## config.mk

```make
export PLATFORM = sky130hd
export DESIGN_NAME = phase_sequencer
export DESIGN_NICKNAME = d
export VERILOG_FILES = /design/src/rtl/phase_sequencer_pkg.sv /design/src/rtl/phase_sequencer_ir_register.sv /design/src/rtl/phase_sequencer.sv
export SDC_FILE = /design/constraint.sdc
export NUM_CORES = 1
export LEC_CHECK = 0
export BUFFER_PORTS_ARGS = -buffer_cell sky130_fd_sc_hd__buf_4
export CORE_MARGIN = 4
export CORE_UTILIZATION = 40
export CTS_BUF_LIST = sky130_fd_sc_hd__clkbuf_4
export DETAILED_ROUTE_END_ITERATION = 8
export GPL_TIMING_DRIVEN = 0
export HOLD_SLACK_MARGIN = 0.12
export PLACE_DENSITY_LB_ADDON = 0.08
export SLEW_MARGIN = 20
export SYNTH_ARGS = -nofsm -noshare
export SYNTH_HDL_FRONTEND = slang
export SYNTH_SLANG_ARGS = --single-unit
```

## constraint.sdc

```tcl
create_clock -name CLK -period 2.4 [get_ports CLK]
set_clock_uncertainty 0.1 [all_clocks]
set_input_delay 0.12 -clock CLK [delete_from_list [all_inputs] [get_ports CLK]]
set_output_delay 0.12 -clock CLK [all_outputs]
set_load 0.02 [all_outputs]
```

## src/rtl/phase_sequencer_pkg.sv

```systemverilog
// Shared CPU constants and phase-sequencer state encoding.
// Optional macro STEP_CTRL_EN adds the single-step wait state.
package phase_sequencer_pkg;

  localparam logic [3:0] OP_LDN = 4'h9;
  localparam logic [3:0] OP_RET = 4'hF;
  localparam logic [3:0] OP_SSS = 4'hA;
  localparam logic [7:0] OP_STP = 8'hA0;

  typedef enum logic [2:0] {
    S_FETCH = 3'd0,
    S_EXEC1 = 3'd1,
    S_EXEC2 = 3'd2,
    S_EXEC3 = 3'd3,
`ifdef STEP_CTRL_EN
    S_WAIT  = 3'd5,
`endif
    S_HALT  = 3'd4
  } state_t;

endpackage

```

## src/rtl/phase_sequencer_ir_register.sv

```systemverilog
// Instruction register plus the old-opcode latch captured at FETCH.
module phase_sequencer_ir_register (
  input  logic        clk,
  input  logic        reset,
  input  logic [15:0] ir_in,
  input  logic        ir_load,
  input  logic        old_load,
  output logic [15:0] ir,
  output logic [3:0]  old_opcode
);

  // NOTE: registers are written with <= so every flop samples pre-edge values.
  always_ff @(posedge clk) begin
    if (reset) begin
      ir         <= 16'h0000;
      old_opcode <= 4'h0;
    end else begin
      if (ir_load)
        ir <= ir_in;
      if (old_load)
        old_opcode <= ir_in[15:12];
    end
  end

endmodule

```

## src/rtl/phase_sequencer.sv

```systemverilog
// CPU cycle-phase controller: one-hot phase strobes, IR ownership, STP halt
// and retired-instruction counter. Macro STEP_CTRL_EN adds step_mode/step.
module phase_sequencer
  import phase_sequencer_pkg::*;
(
  input  logic        CLK,
  input  logic        RESET,
  input  logic [15:0] IR_in,
  input  logic        ldn_reload,
`ifdef STEP_CTRL_EN
  input  logic        step_mode,
  input  logic        step,
`endif
  output logic        FETCH,
  output logic        EXEC1,
  output logic        EXEC2,
  output logic        EXEC3,
  output logic        IR_load,
  output logic [7:0]  IR_opcode,
  output logic [7:0]  IR_operand,
  output logic [3:0]  IR_oldopcode,
  output logic        HALTED,
  output logic [15:0] instr_count
);

  state_t      state;
  state_t      state_nxt;
  state_t      fetch_entry;
  logic        retire;
  logic        is_ldn;
  logic        is_ret;
  logic [15:0] ir;

  // Length class comes from the latched old opcode; the live IR may be
  // overwritten by an LDN reload.
  assign is_ldn = (IR_oldopcode == OP_LDN);
  assign is_ret = (IR_oldopcode == OP_RET);

  assign IR_load = (state == S_FETCH) ||
                   (is_ldn && ldn_reload &&
                    ((state == S_EXEC1) || (state == S_EXEC2)));

  assign IR_opcode  = ir[15:8];
  assign IR_operand = ir[7:0];

`ifdef STEP_CTRL_EN
  assign fetch_entry = step_mode ? S_WAIT : S_FETCH;
`else
  assign fetch_entry = S_FETCH;
`endif

  phase_sequencer_ir_register u_ir (
    .clk        (CLK),
    .reset      (RESET),
    .ir_in      (IR_in),
    .ir_load    (IR_load),
    .old_load   (state == S_FETCH),
    .ir         (ir),
    .old_opcode (IR_oldopcode)
  );

  // NOTE: defaults first so no path through the case leaves a latch.
  always_comb begin
    state_nxt = state;
    retire    = 1'b0;
    unique case (state)
      S_FETCH: state_nxt = S_EXEC1;
      S_EXEC1: begin
        if (is_ldn || is_ret) begin
          state_nxt = S_EXEC2;
        end else if (IR_opcode == OP_STP) begin
          state_nxt = S_HALT;
          retire    = 1'b1;
        end else begin
          state_nxt = fetch_entry;
          retire    = 1'b1;
        end
      end
      S_EXEC2: begin
        if (is_ldn) begin
          state_nxt = S_EXEC3;
        end else begin
          state_nxt = fetch_entry;
          retire    = 1'b1;
        end
      end
      S_EXEC3: begin
        state_nxt = fetch_entry;
        retire    = 1'b1;
      end
`ifdef STEP_CTRL_EN
      S_HALT: if (step) state_nxt = S_FETCH;
      S_WAIT: if (step) state_nxt = S_FETCH;
`else
      S_HALT: state_nxt = S_HALT;
`endif
      default: state_nxt = S_FETCH;
    endcase
  end

  // Phase strobes are registered decodes of the next state.
  always_ff @(posedge CLK) begin
    if (RESET) begin
      state       <= S_FETCH;
      FETCH       <= 1'b1;
      EXEC1       <= 1'b0;
      EXEC2       <= 1'b0;
      EXEC3       <= 1'b0;
      HALTED      <= 1'b0;
      instr_count <= 16'h0000;
    end else begin
      state  <= state_nxt;
      FETCH  <= (state_nxt == S_FETCH);
      EXEC1  <= (state_nxt == S_EXEC1);
      EXEC2  <= (state_nxt == S_EXEC2);
      EXEC3  <= (state_nxt == S_EXEC3);
      HALTED <= (state_nxt == S_HALT);
      if (retire)
        instr_count <= instr_count + 16'd1;
    end
  end

endmodule

```

==> metrics.txt, run 1 <==
Nets=328; initial DRC count=104; FFs w/ async S/R, synth=0%; Max-Cap Viols=0; register area share after synthesis=46.4%; first-pass GRT wire length=8390 um; synth warn=0; maximum VDD drop=427 uV; top cells by count, synth=44 x dfxtp_1, 35 x a21oi_1, 22 x nand3_1, 20 x o21ai_0, 14 x nand2_1; Final HPWL DP=3490 um; Overflow after GRT=0; CTS sink count=44; GRT Overall Usage=17.3%; ys flop type=dfxtp_1; DIE AREA=0.00591 mm2; CTS resizes=0; Cell Area, Placed=0.00241 mm2; number of global-route vias before repair=1808; Mapped Area=0.00190 mm2; crit path launch type=flop; drt drc=0; worst-path maximum fanout=10; post-synth top area share=46.4%; clock share of power=24.6%; cell taking the most area after synthesis=dfxtp_1; min Tclk post-route=2080 ps; Rows=24; post-synth cell types=39; Final Core Density=59.6%; core area=0.00447 mm2; actual slew at the worst max-slew pin=496 ps; Crit Path Category=reg -> out; switching part of the total power=28.7%; pin count of the biggest net entering global routing=14; top-level port count=61; pwr dens=520 mW/mm2; wire per inst=14.1 um; CTS tree=built; total number of vias=1983; max-slew violations=0; vias per cell=5.49; Critical Path RT=2180 ps; TNS Setup=0 ps; Worst Hold Class=in -> reg; CP arrival=1860 ps; worst skew pair latency=350 ps; Area Growth Syn to Fin=40.4%; ant diodes=0; Port Buf Inserts=60; Max Fclk=482 MHz; Synth Area per Inst=8.63 um2; Layout fillers=415; clk slew on worst S/H paths=130 ps; Die Span Y=76.9 um; final count of negative-setup-slack endpoints=0; Tcrit/Tclk final=86.5%; count leader, synth=dfxtp_1; Starting Density=42.4%; Psw=0.000397 W; Post-Syn Nets=240; CTS buffer count=5; final wirelength=5080 um; part of the power in registers=57.0%; CTS HTree Levels=2; Worst slew margin=66.9%; Clock Path Buffers=2; Leak=1.05 nW; Root Buffer=clkbuf_4; cell-internal power=0.000989 W; Min Hold Slack=146 ps; Post-DRT Antenna Nets=0; Pre-antenna DRT Iters=4; outcome=completed; antenna violations before repair=0; largest cells by area after synthesis=dfxtp_1 46%, a21oi_1 9.2%, nand3_1 5.8%; share of cells above drive strength 1=26.5%; CP endpoint kind=output port; post-synthesis instance total=220; flops & latches, synth=44; Die Width=76.9 um; final hold vios=0; EDFF count, synth=0; RSZ-0062 raised after global routing=no; final instance area=0.00267 mm2; GPL Wtd Cong=0.765; combinational power share=18.4%
[metrics by stage]
stage / total power [W] / worst slack (ps) / std cells
final: 0.00139 / 325 / 361
after global routing: 0.00146 / 199 / 361
after CTS: 0.00140 / 50.1 / 357
after detailed placement: 0.00104 / 441 / 332
after global placement: 0.00104 / 461 / 332
after floorplan: 0.000934 / 556 / 220
[worst paths after layout]
| path | startpoint | endpoint | slack (ps) | cells past startpoint |
|---|---|---|---|---|
| setup reg to reg | u_ir.old_opcode[2] | instr_count[15] | 440 | 4 |
| setup / recovery | u_ir.old_opcode[2] | IR_load | 320 | 6 |
| hold reg to reg | u_ir.ir[2] | u_ir.ir[2] | 370 | 2 |
| hold / removal | ldn_reload | u_ir.ir[3] | 150 | 5 |
[cells by family (layout without fill, tap and decap cells)]
logic type      after synthesis  after routing  share of synthesized area, %
xor+xnor                      3              3                          1.78
compound gates               72             72                          22.2
simple gates                 80             80                          23.5
flops                        44             44                          46.4
mux                           2              2                          1.12
fa+ha+maj                     1              1                         0.659
buf+inv                      18            107                          4.35
[power groups by stage]
| stage | Sequential (W) | Combinational [W] | Clock, W |
|---|---|---|---|
| 6_report | 0.000790 | 0.000255 | 0.000340 |
| 5_1_grt | 0.000797 | 0.000280 | 0.000379 |
| 4_1_cts | 0.000791 | 0.000255 | 0.000350 |
| 3_5_place_dp | 0.000807 | 0.000232 | 0 |
| 3_3_place_gp | 0.000807 | 0.000230 | 0 |
| 2_1_floorplan | 0.000841 | 0.0000937 | 0 |
[cells in the final DEF (no fill, tap or decap), drive strengths merged, types with 9 or more instances in the layout]
| cell type | Yosys | routed |
|---|---|---|
| buf | 6 | 70 |
| dlygate4sd3 | 0 | 17 |
| o21ai | 20 | 20 |
| or4 | 9 | 9 |
| a21oi | 35 | 35 |
| nand3 | 22 | 22 |
| dfxtp | 44 | 44 |
| nand2 | 14 | 14 |
| o31ai | 9 | 9 |
| clkbuf | 8 | 13 |
[area by class of cell]
cell class                 count  area, um2  share of cell area [%]
multi-input combinational    158        935                    35.1
clock inverter                 3       13.8                   0.516
clock buffer                   5       37.5                    1.41
tap                           52       65.1                    2.44
timing repair buffer          81        651                    24.4
sequential                    44        881                    33.1
inverter                       4       15.0                   0.563
buffer                        14       67.6                    2.54
[critical path, stage by stage (launching register included)]
cell and delay (ps):
dfxtp_1 490, and4bb_2 310, o211ai_1 80, buf_4 170
buf_2 210, nand2_1 70, buf_4 170
[registers in the layout, summed over array words and instances (netlist names)]
name             count
state                3
FETCH                1
instr_count         16
u_ir.old_opcode      4
EXEC1                1
EXEC2                1
EXEC3                1
HALTED               1
u_ir.ir             16
[repair_timing]
item / 4_1_cts / 5_1_grt
endpoints found under the setup margin: 0 / 1
endpoints found under the hold margin: 27 / 0
hold buffers: 17 / 0
buffers inserted: 0 / 4
[metal layers]
layer	global-route usage, %	wire (um)	vias up
li1	-	-	1001
met1	22.4	2240	909
met2	27.6	2400	62
met3	4.80	356	11
met4	5.98	82	0
met5	0	0	-
Power figures use the tool's default switching activity.
==> run 2: changes to the inputs <==
- ABC_AREA: unset -> 1
- clock period: 2.4 -> 2.45 ns (I/O delays scaled with it)
==> run 2 against run 1 <==
Sequential power shrank 1%. Clock-buffer cell count is the same. Routed wire length shrank 2.7%. Synthesized area grew 7.1%. Flip-flop and latch count is the same. Register-to-register slack gained 310 ps. Final cell count grew 25%. Highest routed layer unchanged.
==> metrics.txt, run 2 <==
outcome=completed; Critical-path top delay cell=dfxtp_1; clk slew on worst S/H paths=130 ps; total number of vias=2016; CTS buffer count=5; initial DRC count=73; cell taking the most area after synthesis=dfxtp_1; post-synthesis instance total=301; top cells by count, synth=73 x nand2_1, 73 x nor2_1, 44 x dfxtp_1, 31 x inv_1, 23 x nand3_1; switching part of the total power=28.3%; final instance area=0.00280 mm2; most frequent cells in the layout=73 x nand2_1, 73 x nor2_1, 61 x buf_4; Max Fclk=537 MHz; Synth Area per Inst=6.75 um2; Final WS setup=589 ps; biggest regs=instr_count (16), u_ir.ir (16), u_ir.old_opcode (4); top-level port count=61; GPL Wtd Cong=0.786; RSZ-0062 raised after global routing=no; final wirelength=4940 um; TNS Setup=0 ps; register area share after synthesis=43.3%; antenna violations before repair=0; Overflow after GRT=0; core area=0.00482 mm2; final count of negative-setup-slack endpoints=0; max-slew violations=0; cell-internal power=0.00110 W; actual slew at the worst max-slew pin=471 ps; Leak=1.34 nW; worst-path maximum fanout=10; delay-heaviest family, CP=simple AND/OR/NAND/NOR gates; synth warn=0; final hold vios=0; Psw=0.000432 W; Pre-antenna DRT Iters=4; CTS HTree Levels=2; Die Span Y=79.3 um; Rows=25; Port Buf Inserts=59; Clock Path Buffers=2; combinational power share=20.6%; post-synth top area share=43.3%; part of the power in registers=51.1%; largest cells by area after synthesis=dfxtp_1 43%, nand2_1 13%, nor2_1 13%; Mapped Area=0.00203 mm2; dpl ws=815 ps; Nets=404; worst path bufs/invs=3; crit-path cells=nand2_1 -> nor2_1 -> nand2_1 -> nand2_1 -> nand2_2 -> buf_4 -> inv_1 -> buf_4; Starting Density=42.2%; worst skew pair latency=350 ps; crit path launch type=flop; pwr dens=547 mW/mm2; flops & latches, synth=44; min Tclk post-route=1860 ps; Worst slew margin=68.6%; CTS sink count=44; Critical Path RT=2230 ps; most frequent CP cell=nand2_1; Max-Cap Viols=0; wire per inst=11.0 um; maximum VDD drop=243 uV; Post-DRT Antenna Nets=0; CP endpoint kind=output port; DIE AREA=0.00629 mm2; Worst path max stage delay=390 ps; Final Core Density=58.1%; Worst Hold Class=in -> reg; clock share of power=28.3%; first-pass GRT wire length=8310 um; vias per cell=4.48; number of global-route vias before repair=1846; Pwr Total=0.00153 W; EDFF count, synth=0; GRT Overall Usage=16.7%; Die Width=79.3 um; ant diodes=0; CTS resizes=0; Cell Area, Placed=0.00256 mm2; ys flop type=dfxtp_1; drt drc=0; post-synth cell types=23; pin count of the biggest net entering global routing=13; Area Growth Syn to Fin=37.6%; Post-Syn Nets=321; share of cells above drive strength 1=24.8%; Tcrit/Tclk final=76.0%; CTS tree=built; CP arrival=1640 ps; Final HPWL DP=3540 um; Crit Path Category=reg -> out; FFs w/ async S/R, synth=0%; Root Buffer=clkbuf_4
[run 2: worst reg2reg max path: stages, from the launching register on]
cell and delay [ps]:
dfxtp_1 410, ha_1 210, nand2_1 90, nor2_2 240, nand2_1 140, nor2_1 210, nand3_1 100, nand2_1 70
nor2_1 40
[run 2: what timing repair did]
item | 4_1_cts | 5_1_grt
setup buffers | 0 | 0
hold buffers | 17 | 0
endpoints found under the hold margin | 29 | 0
[run 2: area by class of cell]
type                    count  area [um2]
well taps                  67        83.8
flip-flops and latches     44         881
plain buffers              11        77.6
fillers                   493        2020
repair buffers             76         613
clock buffers               5        37.5
clock inverters             1        30.0
inverters                  37         139
multi-input cells         209         936
[run 2: metrics by stage]
| stage | hold slack, ps | cells |
|---|---|---|
| after floorplan | 157 | 301 |
| after global placement | 244 | 427 |
| after detailed placement | 251 | 427 |
| after CTS | 174 | 450 |
| after global routing | 220 | 450 |
| final | 180 | 450 |
[run 2: power groups by stage]
stage / Clock, W / Sequential (W) / Combinational [W]
after CTS: 0.000452 / 0.000782 / 0.000319
final: 0.000433 / 0.000782 / 0.000315
after global routing: 0.000479 / 0.000787 / 0.000353
after global placement: 0 / 0.000796 / 0.000293
after floorplan: 0 / 0.000839 / 0.000137
after detailed placement: 0 / 0.000797 / 0.000296
[run 2: logic make-up (layout without fill, tap and decap cells)]
family,Yosys count,after routing,synth area share (%)
xor gates and xnor gates,1,1,0.431
and+or+nand+nor,182,182,37.0
adders and majority gates,1,1,0.615
buffers and inverters,48,130,10.6
AOI/OAI and AO/OA,25,25,8.00
DFF,44,44,43.3
[run 2: worst paths after layout]
kind              cells after the start  slack (ps)                  to                from
setup / recovery                      8         590             IR_load  u_ir.old_opcode[0]
hold / removal                        7         180          u_ir.ir[1]          ldn_reload
setup reg to reg                      8         750     instr_count[14]      instr_count[1]
hold reg to reg                       2         410  u_ir.old_opcode[2]  u_ir.old_opcode[2]
[run 2: per-layer routing]
layer	track usage, %	vias to the layer above	share of wire (%)	routed length (um)
li1	-	1081	-	-
met1	20.9	883	46	2260
met2	27.5	47	47	2330
met3	4.54	5	6.1	299
met4	5.67	0	1.1	52
met5	0	-	0	0
==> run 3: changes to the inputs <==
- ABC_AREA: 1 -> 0
- clock period: 2.45 -> 1.7 ns (I/O delays scaled with it)
==> run 3 against run 2 <==
The flow now finishes with violations (negative setup slack). Sequential share of layout area decreased by 0.49 points. Clock power grew 9.0%. Largest cell class unchanged. Non-clock buffer count increased by 24. Register-to-register slack worse by 810 ps. Hold slack improved by 29 ps. Flip-flop and latch count did not move. Total power grew 32%. Largest power group unchanged. Design area increased by 6.0%. Combinational power rose by 37%. Final cell count decreased by 16%. Critical path type unchanged. Setup slack lost 650 ps. Core utilization is 8.2 points higher.
==> metrics.txt, run 3 (same netlist as run 1, synthesis figures left out) <==
cell-internal power=0.00143 W; r2r setup slk=-60 ps; wire per inst=15.3 um; CP endpoint kind=output port; violated checks=negative setup slack; worst r2r path cells=5; Overflow after GRT=0; Rows=24; Root Buffer=clkbuf_4; Pre-antenna DRT Iters=4; part of the power in registers=55.3%; CP arrival=1580 ps; outcome=finished with violations; number of global-route vias before repair=1957; GRT Overall Usage=19.5%; combinational power share=21.4%; Final Core Density=66.3%; Hold EP=u_ir.ir[3]; Finished Layout Cells=377; Critical Path RT=1510 ps; Starting Density=42.4%; CTS tree=built; Nets=345; Die Span Y=76.9 um; Max-Cap Viols=0; Area Growth Syn to Fin=56.3%; placed cell count=332; Clock Path Buffers=2; Psw=0.000591 W; min Tclk post-route=1760 ps; Max Fclk=568 MHz; worst reg2reg startpoint=instr_count[7]; worst-path maximum fanout=6; Hold Path Origin=ldn_reload; Post-DRT Antenna Nets=0; antenna violations before repair=0; total number of vias=2103; Leak=1.17 nW; core area=0.00447 mm2; Port Buf Inserts=60; CTS sink count=44; final hold vios=0; dpl ws=-210 ps; Final WS setup=-61.2 ps; pin count of the biggest net entering global routing=13; most common cell after layout, fill and taps aside=buf_4; RSZ-0062 raised after global routing=yes; Worst Hold Class=in -> reg; CTS buffer count=5; RR Endpoint=instr_count[14]; TNS Setup=-148 ps; Min Hold Slack=209 ps; ant diodes=0; top-level port count=61; drt drc=0; final wirelength=5790 um; max-slew violations=0; Tcrit/Tclk final=104%; Final HPWL DP=3490 um; biggest regs=instr_count (16), u_ir.ir (16), u_ir.old_opcode (4); GPL Wtd Cong=0.757; DIE AREA=0.00591 mm2; actual slew at the worst max-slew pin=574 ps; Min-Delay Path Depth=4; share of cells above drive strength 1=40.0%; maximum VDD drop=538 uV; Crit Path Category=reg -> out; Worst slew margin=61.8%; vias per cell=5.58; initial DRC count=108; clk slew on worst S/H paths=130 ps; worst skew pair latency=350 ps; clock share of power=23.4%; Die Width=76.9 um; CTS HTree Levels=2; switching part of the total power=29.3%; most frequent cells in the layout=79 x buf_4, 33 x a21oi_1, 29 x dfxtp_1; first-pass GRT wire length=9430 um; pwr dens=681 mW/mm2; final count of negative-setup-slack endpoints=5; crit path launch type=flop
run 3: cell count changes in the layout (fill, tap and decap cells not counted), sizes merged, moves of 9 or more:
cell	before	now
nand2	78	14
inv	35	4
nor2	75	8
a21oi	19	35
or4	0	9
o21ai	6	20
buf	67	87
o31ai	0	9
run 3: per-stage QoR:
stage	area (um2)	power (W)
6_report	2970	0.00202
5_1_grt	2970	0.00211
4_1_cts	2840	0.00200
3_5_place_dp	2430	0.00147
3_3_place_gp	2430	0.00146
2_1_floorplan	1920	0.00132
run 3: cell type report:
cell class	count	area [um2]
plain buffers	12	72.6
clock buffers	5	37.5
clock inverters	2	7.51
fillers	375	1510
inverters	4	15.0
multi-input cells	159	1050
flip-flops and latches	44	920
well taps	52	65.1
repair buffers	99	803
run 3: power by group through the flow:
| stage | logic [W] | registers [W] | clock network, W |
|---|---|---|---|
| floorplan | 0.000133 | 0.00119 | 0 |
| global placement | 0.000324 | 0.00114 | 0 |
| detailed placement | 0.000325 | 0.00114 | 0 |
| CTS | 0.000418 | 0.00112 | 0.000472 |
| global route | 0.000464 | 0.00112 | 0.000521 |
| finish | 0.000431 | 0.00112 | 0.000472 |
run 3: repair_timing:
item / in CTS / in global routing
setup buffers: 11 / 10
hold buffers: 17 / 0
endpoints found under the hold margin: 27 / 0
cloned: 1 / 1
endpoints found under the setup margin: 27 / 35
resized for setup: 22 / 26
pin swaps: 8 / 12
run 3: worst max path at each step:
stage | start | end | slack [ps] | cells past startpoint
finish | u_ir.old_opcode[1] | IR_load | -60 | 5
global route | u_ir.old_opcode[1] | IR_load | -130 | 5
detailed placement | state[1] | IR_load | -210 | 6
floorplan | state[2] | instr_count[8] | 4 | 5
CTS | u_ir.old_opcode[2] | IR_load | -80 | 5
global placement | state[0] | instr_count[6] | -210 | 6
run 3: critical path: stages (launching register included):
cell and delay, ps:
dfxtp_4 400, and4bb_2 350, o211ai_1 140, buf_4 170, nand2_2 50, buf_6 110
run 3: layer usage:
layer / vias to the layer above / GRT usage, % / routed length (um)
met4: 0 / 7.43 / 113
li1: 1036 / - / -
met3: 12 / 4.92 / 320
met1: 990 / 23.8 / 2520
met2: 65 / 33.0 / 2830
met5: - / 0 / 0
